File: src/rtl/regfile_rd_sched.sv
// Register-file front end: clears the 32-entry RAM after reset, then serves rs1/rs2 reads over one async read port.
// Optional write-to-read forwarding is enabled by defining REGFILE_SCHED_BYPASS_EN.
module regfile_rd_sched #(
    parameter int                    DATA_WIDTH = 32,
    parameter int                    ADDR_WIDTH = 5,
    parameter logic [DATA_WIDTH-1:0] INIT_VALUE = DATA_WIDTH'(32'h0000_0000)
) (
    input  logic                  clk,
    input  logic                  rst,
    output logic                  init_done,
    input  logic                  wr_valid,
    output logic                  wr_ready,
    input  logic [ADDR_WIDTH-1:0] wr_addr,
    input  logic [DATA_WIDTH-1:0] wr_data,
    input  logic                  rd_valid,
    output logic                  rd_ready,
    input  logic [ADDR_WIDTH-1:0] rd_rs1,
    input  logic [ADDR_WIDTH-1:0] rd_rs2,
    output logic                  rsp_valid,
    input  logic                  rsp_ready,
    output logic [DATA_WIDTH-1:0] rsp_data1,
    output logic [DATA_WIDTH-1:0] rsp_data2,
    output logic                  ram_we,
    output logic [ADDR_WIDTH-1:0] ram_waddr,
    output logic [DATA_WIDTH-1:0] ram_di,
    output logic [ADDR_WIDTH-1:0] ram_raddr,
    input  logic [DATA_WIDTH-1:0] ram_do,
    output logic [2:0]            dbg_state
);

    // Handshakes: a transfer happens on a rising edge where valid && ready;
    // valid never depends on ready, and requests/responses are held until taken.

    typedef enum logic [2:0] {
        S_INIT = 3'd0,
        S_IDLE = 3'd1,
        S_RD1  = 3'd2,
        S_RD2  = 3'd3,
        S_RSP  = 3'd4
    } state_t;

    state_t                  state_q;
    logic [ADDR_WIDTH-1:0]   init_cnt_q;
    logic                    init_done_q;
    logic [ADDR_WIDTH-1:0]   rs1_q;
    logic [ADDR_WIDTH-1:0]   rs2_q;
    logic [DATA_WIDTH-1:0]   data1_q;
    logic [DATA_WIDTH-1:0]   data2_q;
    logic                    rsp_valid_q;

    logic                    in_init;
    logic                    wr_fire;
    logic                    wr_commit;
    logic                    rd_fire;
    logic [DATA_WIDTH-1:0]   rd_word_d;
    logic [DATA_WIDTH-1:0]   cap_data_d;

    assign in_init = (state_q == S_INIT);

`ifdef REGFILE_SCHED_BYPASS_EN
    assign wr_ready = !in_init;
`else
    // Writes stall while the read port is busy so a read never races a write.
    assign wr_ready = !in_init && (state_q != S_RD1) && (state_q != S_RD2);
`endif

    assign wr_fire   = wr_valid && wr_ready;
    assign wr_commit = wr_fire && (wr_addr != '0);

    assign rd_ready = (state_q == S_IDLE) || ((state_q == S_RSP) && rsp_ready);
    assign rd_fire  = rd_valid && rd_ready;

    always_comb begin
        ram_we    = 1'b0;
        ram_waddr = '0;
        ram_di    = '0;
        if (in_init) begin
            ram_we    = 1'b1;
            ram_waddr = init_cnt_q;
            ram_di    = INIT_VALUE;
        end else if (wr_commit) begin
            ram_we    = 1'b1;
            ram_waddr = wr_addr;
            ram_di    = wr_data;
        end
    end

    always_comb begin
        ram_raddr = '0;
        case (state_q)
            S_RD1:   ram_raddr = rs1_q;
            S_RD2:   ram_raddr = rs2_q;
            default: ram_raddr = '0;
        endcase
    end

`ifdef REGFILE_SCHED_BYPASS_EN
    assign rd_word_d = (wr_commit && (wr_addr == ram_raddr)) ? wr_data : ram_do;
`else
    assign rd_word_d = ram_do;
`endif

    // x0 reads as zero no matter what the RAM holds at index 0.
    assign cap_data_d = (ram_raddr == '0) ? '0 : rd_word_d;

    always_ff @(posedge clk) begin
        if (rst) begin
            state_q     <= S_INIT;
            init_cnt_q  <= '0;
            init_done_q <= 1'b0;
            rs1_q       <= '0;
            rs2_q       <= '0;
            data1_q     <= '0;
            data2_q     <= '0;
            rsp_valid_q <= 1'b0;
        end else begin
            case (state_q)
                S_INIT: begin
                    init_cnt_q <= init_cnt_q + 1'b1;
                    if (&init_cnt_q) begin
                        state_q     <= S_IDLE;
                        init_done_q <= 1'b1;
                    end
                end
                S_IDLE: begin
                    if (rd_fire) begin
                        rs1_q   <= rd_rs1;
                        rs2_q   <= rd_rs2;
                        state_q <= S_RD1;
                    end
                end
                S_RD1: begin
                    data1_q <= cap_data_d;
                    state_q <= S_RD2;
                end
                S_RD2: begin
                    data2_q     <= cap_data_d;
                    rsp_valid_q <= 1'b1;
                    state_q     <= S_RSP;
                end
                S_RSP: begin
                    if (rsp_ready) begin
                        rsp_valid_q <= 1'b0;
                        if (rd_valid) begin
                            rs1_q   <= rd_rs1;
                            rs2_q   <= rd_rs2;
                            state_q <= S_RD1;
                        end else begin
                            state_q <= S_IDLE;
                        end
                    end
                end
                default: state_q <= S_INIT;
            endcase
        end
    end

    assign init_done = init_done_q;
    assign rsp_valid = rsp_valid_q;
    assign rsp_data1 = data1_q;
    assign rsp_data2 = data2_q;
    assign dbg_state = state_q;

endmodule

File: config.mk
export PLATFORM = sky130hd
export DESIGN_NAME = regfile_rd_sched
export DESIGN_NICKNAME = d
export VERILOG_FILES = /design/src/rtl/regfile_rd_sched.sv
export SDC_FILE = /design/constraint.sdc
export NUM_CORES = 1
export LEC_CHECK = 0
export CAP_MARGIN = 20
export CORE_MARGIN = 1
export CORE_UTILIZATION = 40
export CTS_BUF_LIST = sky130_fd_sc_hd__clkbuf_4 sky130_fd_sc_hd__clkbuf_8
export DETAILED_ROUTE_END_ITERATION = 8
export PLACE_DENSITY = 0.83
export REMOVE_ABC_BUFFERS = 1
export SYNTH_ARGS = -nofsm -noshare
export SYNTH_HDL_FRONTEND = slang
export SYNTH_SLANG_ARGS = --single-unit
File: constraint.sdc
create_clock -name clk -period 2 [get_ports clk]
set_clock_uncertainty 0.05 [all_clocks]
set_input_delay 0.3 -clock clk [delete_from_list [all_inputs] [get_ports clk]]
set_output_delay 0.3 -clock clk [all_outputs]
set_load 0.005 [all_outputs]
==> results.toml, run 1 <==
[sta]
post-route-min-period_ps = 2008
rsz0062_at_grt = "yes"
tightest_slew_ps = 554.3
fmax_mhz = 498.0
relSlewSlack = 0.6296
slew_violations = 0
setup_viol = 3
hold_viol = 0
fin_crit_sh = 1.004
tns_ps = -17.60
timing.final.ws_setup_ps = -8.086

[global_routing]
grt_overflow = 0
grt_first_pass_wirelength_um = 15810
grt_max_degree = 33
grt_pass1_vias = 3260
grt_usage = 0.2272
antenna_found_initial = 0

[detailed_routing]
drc_errors = 0
drt_iter0_drc = 75
vias_per_cell = 5.013
wirelength_um = 10720
drtAntennaViolNets = 0
dr.pass1.iters = 4
dr_total_vias = 3374
wl_per_cell_um = 15.93

[clocking]
cts_hold_buf = 0
cts.sinks = 84
cts-buffers-inserted = 9
clk_pin_slew_worst_paths_ps = 90
clock_tree.root_cell = "clkbuf_8"
ctsHtreeMaxLevel = 3
cts_tree = "yes"
clock_latency_ps = 350
clock_path_buffers = 2

[setup_path]
rr_worst_depth = 7
required_ps = 1650
r2r_slack_ps = 160
slowest_stage = "clkdlybuf4s50_1"
r2r-start = "dbg_state[0]"
cp_slowest_stage_delay_ps = 450
arrival_ps = 1660
worstPathCellList = "buf_6 -> mux2i_4 -> nor2_1 -> clkdlybuf4s50_1"
critPathMaxFanout = 9
startpoint_type = "register"
crit-reg2reg-capture = "rsp_data1[30]"
path_class = "register to primary output"
setup.worst_path.end_class = "primary output"
crit_start = "dbg_state[0]"

[floorplan]
row_count = 33
start_util = 0.4205
coreArea_mm2 = 0.008382
die_w_um = 95.87
dieArea_mm2 = 0.009191
dieHeight_um = 95.87
io_pins = 198

[power_and_ir_drop]
p_switching_uw = 720.6
p_sw_frac = 0.2323
power.static_leakage_uw = 0.002238
power_density_mw_per_mm2 = 522.8
internal-power_uw = 2382
clkPwrFrac = 0.365
ir_worst_vdd_mv = 0.3845
seqPwrFrac = 0.542
combPwrFrac = 0.093

[worst_hold_path]
min_from = "rst"
min_delay_worst_endpoint = "rsp_data1[9]"
hold_depth = 4
hold_class = "primary input to register"

[yosys]
synth_common_cells = "84 x dfxtp_1, 35 x nand2b_1, 33 x nand2_1"
yosysTopAreaCellShare = 0.4771
avgSynthCellArea_um2 = 9.929
synth-seq-area-share = 0.4771
netlist_instances = 355
synth-edff-count = 0
yosysMostFrequentCell = "dfxtp_1"
synth_area_mm2 = 0.003525
synth_seq_cells = 84
async_flop_share = 0
synthTopCellsByArea = "dfxtp_1 48%, nand2b_1 6.2%, and2_1 5.7%"
yosysWarnings = 0
synth_top_flop_cell = "dfxtp_1"
synth_top_area_cell = "dfxtp_1"
synth_cell_types = 38

[placement]
place_ws_ps = -583.0
dpl_cell_area_mm2 = 0.005625
place_congestion = 0.8252
dpl.cell_count = 645
numPortBuffers = 197
place_hpwl_um = 7316

[final_layout]
utilization = 0.7080
nFillCells = 653
area_growth_pct = 68.37
final_area_mm2 = 0.005934
instances_no_fill = 673
antenna_cells = 0
drive_gt1_frac = 0.2289
nets = 649

[job]
cap_violations = 0

[run_status]
status = "complete, but fails checks"
failed_checks = "negative setup slack"
==> per-layer routing <==
metal | GRT usage | vias up | part of all wire
li1 | - | 1634 | -
met1 | 0.2377 | 1591 | 0.38
met2 | 0.4196 | 131 | 0.51
met3 | 0.07267 | 18 | 0.088
met4 | 0.08955 | 0 | 0.018
met5 | 0 | - | 0
==> area by class of cell <==
cell class / instances / area, um2 / share of cell area
Timing Repair Buffer: 222 / 2126 / 0.3582
Multi-Input combinational cell: 244 / 1800 / 0.3034
Sequential cell: 84 / 1684 / 0.2838
Clock buffer: 12 / 152.6 / 0.02572
Tap cell: 105 / 131.4 / 0.02214
Clock inverter: 4 / 32.53 / 0.005482
Inverter: 2 / 7.507 / 0.001265
==> through the flow <==
step,hold slack (ps),total power [uW]
final,398.9,3102
after global routing,418.2,3223
after CTS,388.3,3125
after detailed placement,394.1,2008
after global placement,384.7,2001
after floorplan,319.1,1787
==> cells in the final DEF, fill, tap and decap left out, types with 3 or more instances in the layout <==
cell,synthesis,final
mux2i_1,16,13
nand2_1,33,33
buf_6,6,8
dlygate4sd2_1,0,3
and2_1,32,23
clkdlybuf4s15_1,0,6
o21ai_0,23,23
clkbuf_2,4,16
buf_12,0,5
dfxtp_1,84,82
o21ai_2,10,10
a21oi_1,5,4
o2bb2ai_2,10,10
a22o_1,5,5
o2bb2ai_1,22,22
clkdlybuf4s50_1,0,151
nor2_1,28,25
mux2i_4,1,3
buf_2,4,15
nand2b_1,35,33
buf_4,2,15
and2_4,0,9
clkbuf_8,0,10
==> worst max-delay path by stage <==
stage / end / slack (ps) / cells after the start
2_1_floorplan: rsp_data2[30] / -370 / 4
3_3_place_gp: ram_di[12] / -560 / 6
3_5_place_dp: ram_di[12] / -580 / 6
4_1_cts: ram_di[12] / -100 / 7
5_1_grt: ram_raddr[4] / -80 / 4
6_report: ram_raddr[4] / -8 / 4
==> state kept, by name, indices dropped and copies added, names as in the netlist <==
name	flops
rsp_data2	32
rsp_data1	32
rs1_q	5
dbg_state	3
init_done	1
rsp_valid	1
init_cnt_q	5
rs2_q	5
==> logic make-up after synthesis <==
family | Yosys count | synth area share
compound gates | 83 | 0.2034
xor+xnor | 3 | 0.007456
fa+ha+maj | 2 | 0.007099
buf+inv | 28 | 0.05076
flops | 84 | 0.4771
mux | 17 | 0.05183
simple gates | 138 | 0.2023
==> worst max-delay path, delay by kind of cell (launching register included) <==
kind | cells | cell delay [ps]
buffers and inverters | 2 | 640
DFF | 1 | 340
muxes | 1 | 280
and+or+nand+nor | 1 | 60
==> timing repair <==
item	CTS	global route
pin swaps	9	4
setup endpoints to repair	44	71
gates cloned	3	1
setup buffers	8	1
gates resized for setup	141	39
==> power by group through the flow <==
stage	combinational, uW	clock [uW]	sequential [uW]
global route	307	1230	1680
CTS	285	1160	1680
floorplan	66.7	0	1720
global placement	279	0	1720
finish	287	1130	1680
detailed placement	286	0	1720
Note: power is estimated with default switching activity, not from simulation.
==> run 2: changes to the inputs <==
Clock period 2 ns to 2.3 ns, I/O delays scaled along.
==> run 2 against run 1 <==
Effect of this change:
- the run now ends clean
- die area did not move
- design area is 2.0% lower
- total power shrank 6.5%
- setup slack improved by 56 ps
- routed wire length shrank 3.7%
==> results.toml, run 2 (synthesized netlist as in run 1, its figures left out) <==
[run_status]
status = "finished, final reports clean"

[placement]
place_hpwl_um = 7253
numPortBuffers = 197
place_congestion = 0.8048

[floorplan]
dieArea_mm2 = 0.009191
row_count = 33
coreArea_mm2 = 0.008382
io_pins = 198
dieHeight_um = 95.87
start_util = 0.4205
die_w_um = 95.87

[global_routing]
grt_pass1_vias = 3251
grt_overflow = 0
antenna_found_initial = 0
grt_usage = 0.2227
grt_first_pass_wirelength_um = 15520
grt_max_degree = 33

[clocking]
cts_tree = "yes"
clock_tree.root_cell = "clkbuf_8"
cts_hold_buf = 0
clk_pin_slew_worst_paths_ps = 90
cts-buffers-inserted = 9
clock_latency_ps = 350
clock_path_buffers = 2
cts.sinks = 84
ctsHtreeMaxLevel = 3

[power_and_ir_drop]
power.static_leakage_uw = 0.002209
internal-power_uw = 2254
seqPwrFrac = 0.504
p_switching_uw = 648.2
p_sw_frac = 0.2234
ir_worst_vdd_mv = 0.4123
power_density_mw_per_mm2 = 499.1
clkPwrFrac = 0.412
combPwrFrac = 0.084

[final_layout]
antenna_cells = 0
nets = 642
layout_common_cells = "158 x clkdlybuf4s50_1, 84 x dfxtp_1, 34 x nand2b_1, 33 x nand2_1, 30 x buf_2"
final_common_cell = "clkdlybuf4s50_1"
nFillCells = 680
drive_gt1_frac = 0.1872
area_growth_pct = 64.96

[sta]
setup_viol = 0
fin_crit_sh = 0.9792
rsz0062_at_grt = "no"
tns_ps = 0
hold_slack_ps = 388.9
fmax_mhz = 444.0
relSlewSlack = 0.6766
hold_viol = 0
post-route-min-period_ps = 2252
slew_violations = 0
tightest_slew_ps = 485.1

[detailed_routing]
vias_per_cell = 4.946
wl_per_cell_um = 15.50
drc_errors = 0
dr_total_vias = 3294
drt_iter0_drc = 55
drtAntennaViolNets = 0
wirelength_um = 10320
dr.pass1.iters = 4

[setup_path]
cp_slowest_stage_delay_ps = 510
path_class = "primary input to primary output"
required_ps = 1900
critPathMaxFanout = 8
path_buf_inv = 4
arrival_ps = 1860
worstPathCellList = "dlygate4sd2_1 -> or4_4 -> o21a_4 -> buf_12 -> buf_16 -> and2_1 -> buf_2"
slowest_stage = "or4_4"
cpLargestDelayFamily = "simple AND/OR/NAND/NOR gates"
startpoint_type = "primary input"
setup.worst_path.end_class = "primary output"

[worst_hold_path]
hold_class = "primary input to register"

[job]
cap_violations = 0
==> run 2: power groups by stage <==
stage	clock, uW	sequential [uW]	combinational, uW
2_1_floorplan	0	1500	58.0
3_3_place_gp	0	1500	243
3_5_place_dp	0	1500	246
4_1_cts	1220	1460	245
5_1_grt	1280	1460	262
6_report	1190	1460	244
==> run 2: layout make-up <==
| type | count | area (um2) | area share |
|---|---|---|---|
| Sequential cell | 84 | 1682 | 0.2892 |
| Timing Repair Buffer | 216 | 2054 | 0.3533 |
| Clock buffer | 10 | 131.4 | 0.02260 |
| Clock inverter | 6 | 96.34 | 0.01657 |
| Inverter | 2 | 7.507 | 0.001291 |
| Multi-Input combinational cell | 243 | 1712 | 0.2944 |
| Tap cell | 105 | 131.4 | 0.02260 |
==> run 2: final timing paths <==
check | to | depth (start not counted) | slack [ps] | start
setup / recovery | ram_di[27] | 7 | 50 | wr_addr[3]
hold reg to reg | rsp_data1[9] | 2 | 410 | rsp_data1[9]
hold / removal | dbg_state[1] | 2 | 390 | rst
setup reg to reg | rsp_data2[0] | 6 | 460 | dbg_state[0]
==> run 2: what timing repair did <==
action,4_1_cts,5_1_grt
resized for setup,132,10
setup buffers,3,0
cloned,2,0
pin swaps,2,3
endpoints found under the setup margin,36,39
==> run 2: routing by layer <==
| layer | up-vias | track usage | share of wire |
|---|---|---|---|
| met5 | - | 0 | 0 |
| met4 | 0 | 0.1032 | 0.024 |
| met3 | 18 | 0.06793 | 0.090 |
| met2 | 128 | 0.4149 | 0.52 |
| met1 | 1536 | 0.2260 | 0.37 |
| li1 | 1612 | - | - |
==> run 2: metrics by stage <==
step / util / area (um2) / total power (uW) / setup slack [ps] / std cells
4_1_cts: 0.6904 / 5787 / 2926 / -59.29 / 666
6_report: 0.6937 / 5814 / 2902 / 47.88 / 666
5_1_grt: 0.6937 / 5814 / 3005 / 1.063 / 666
3_3_place_gp: 0.6697 / 5613 / 1740 / -353.3 / 645
2_1_floorplan: - / 3353 / 1554 / -67.63 / 329
3_5_place_dp: 0.6697 / 5613 / 1744 / -394.6 / 645
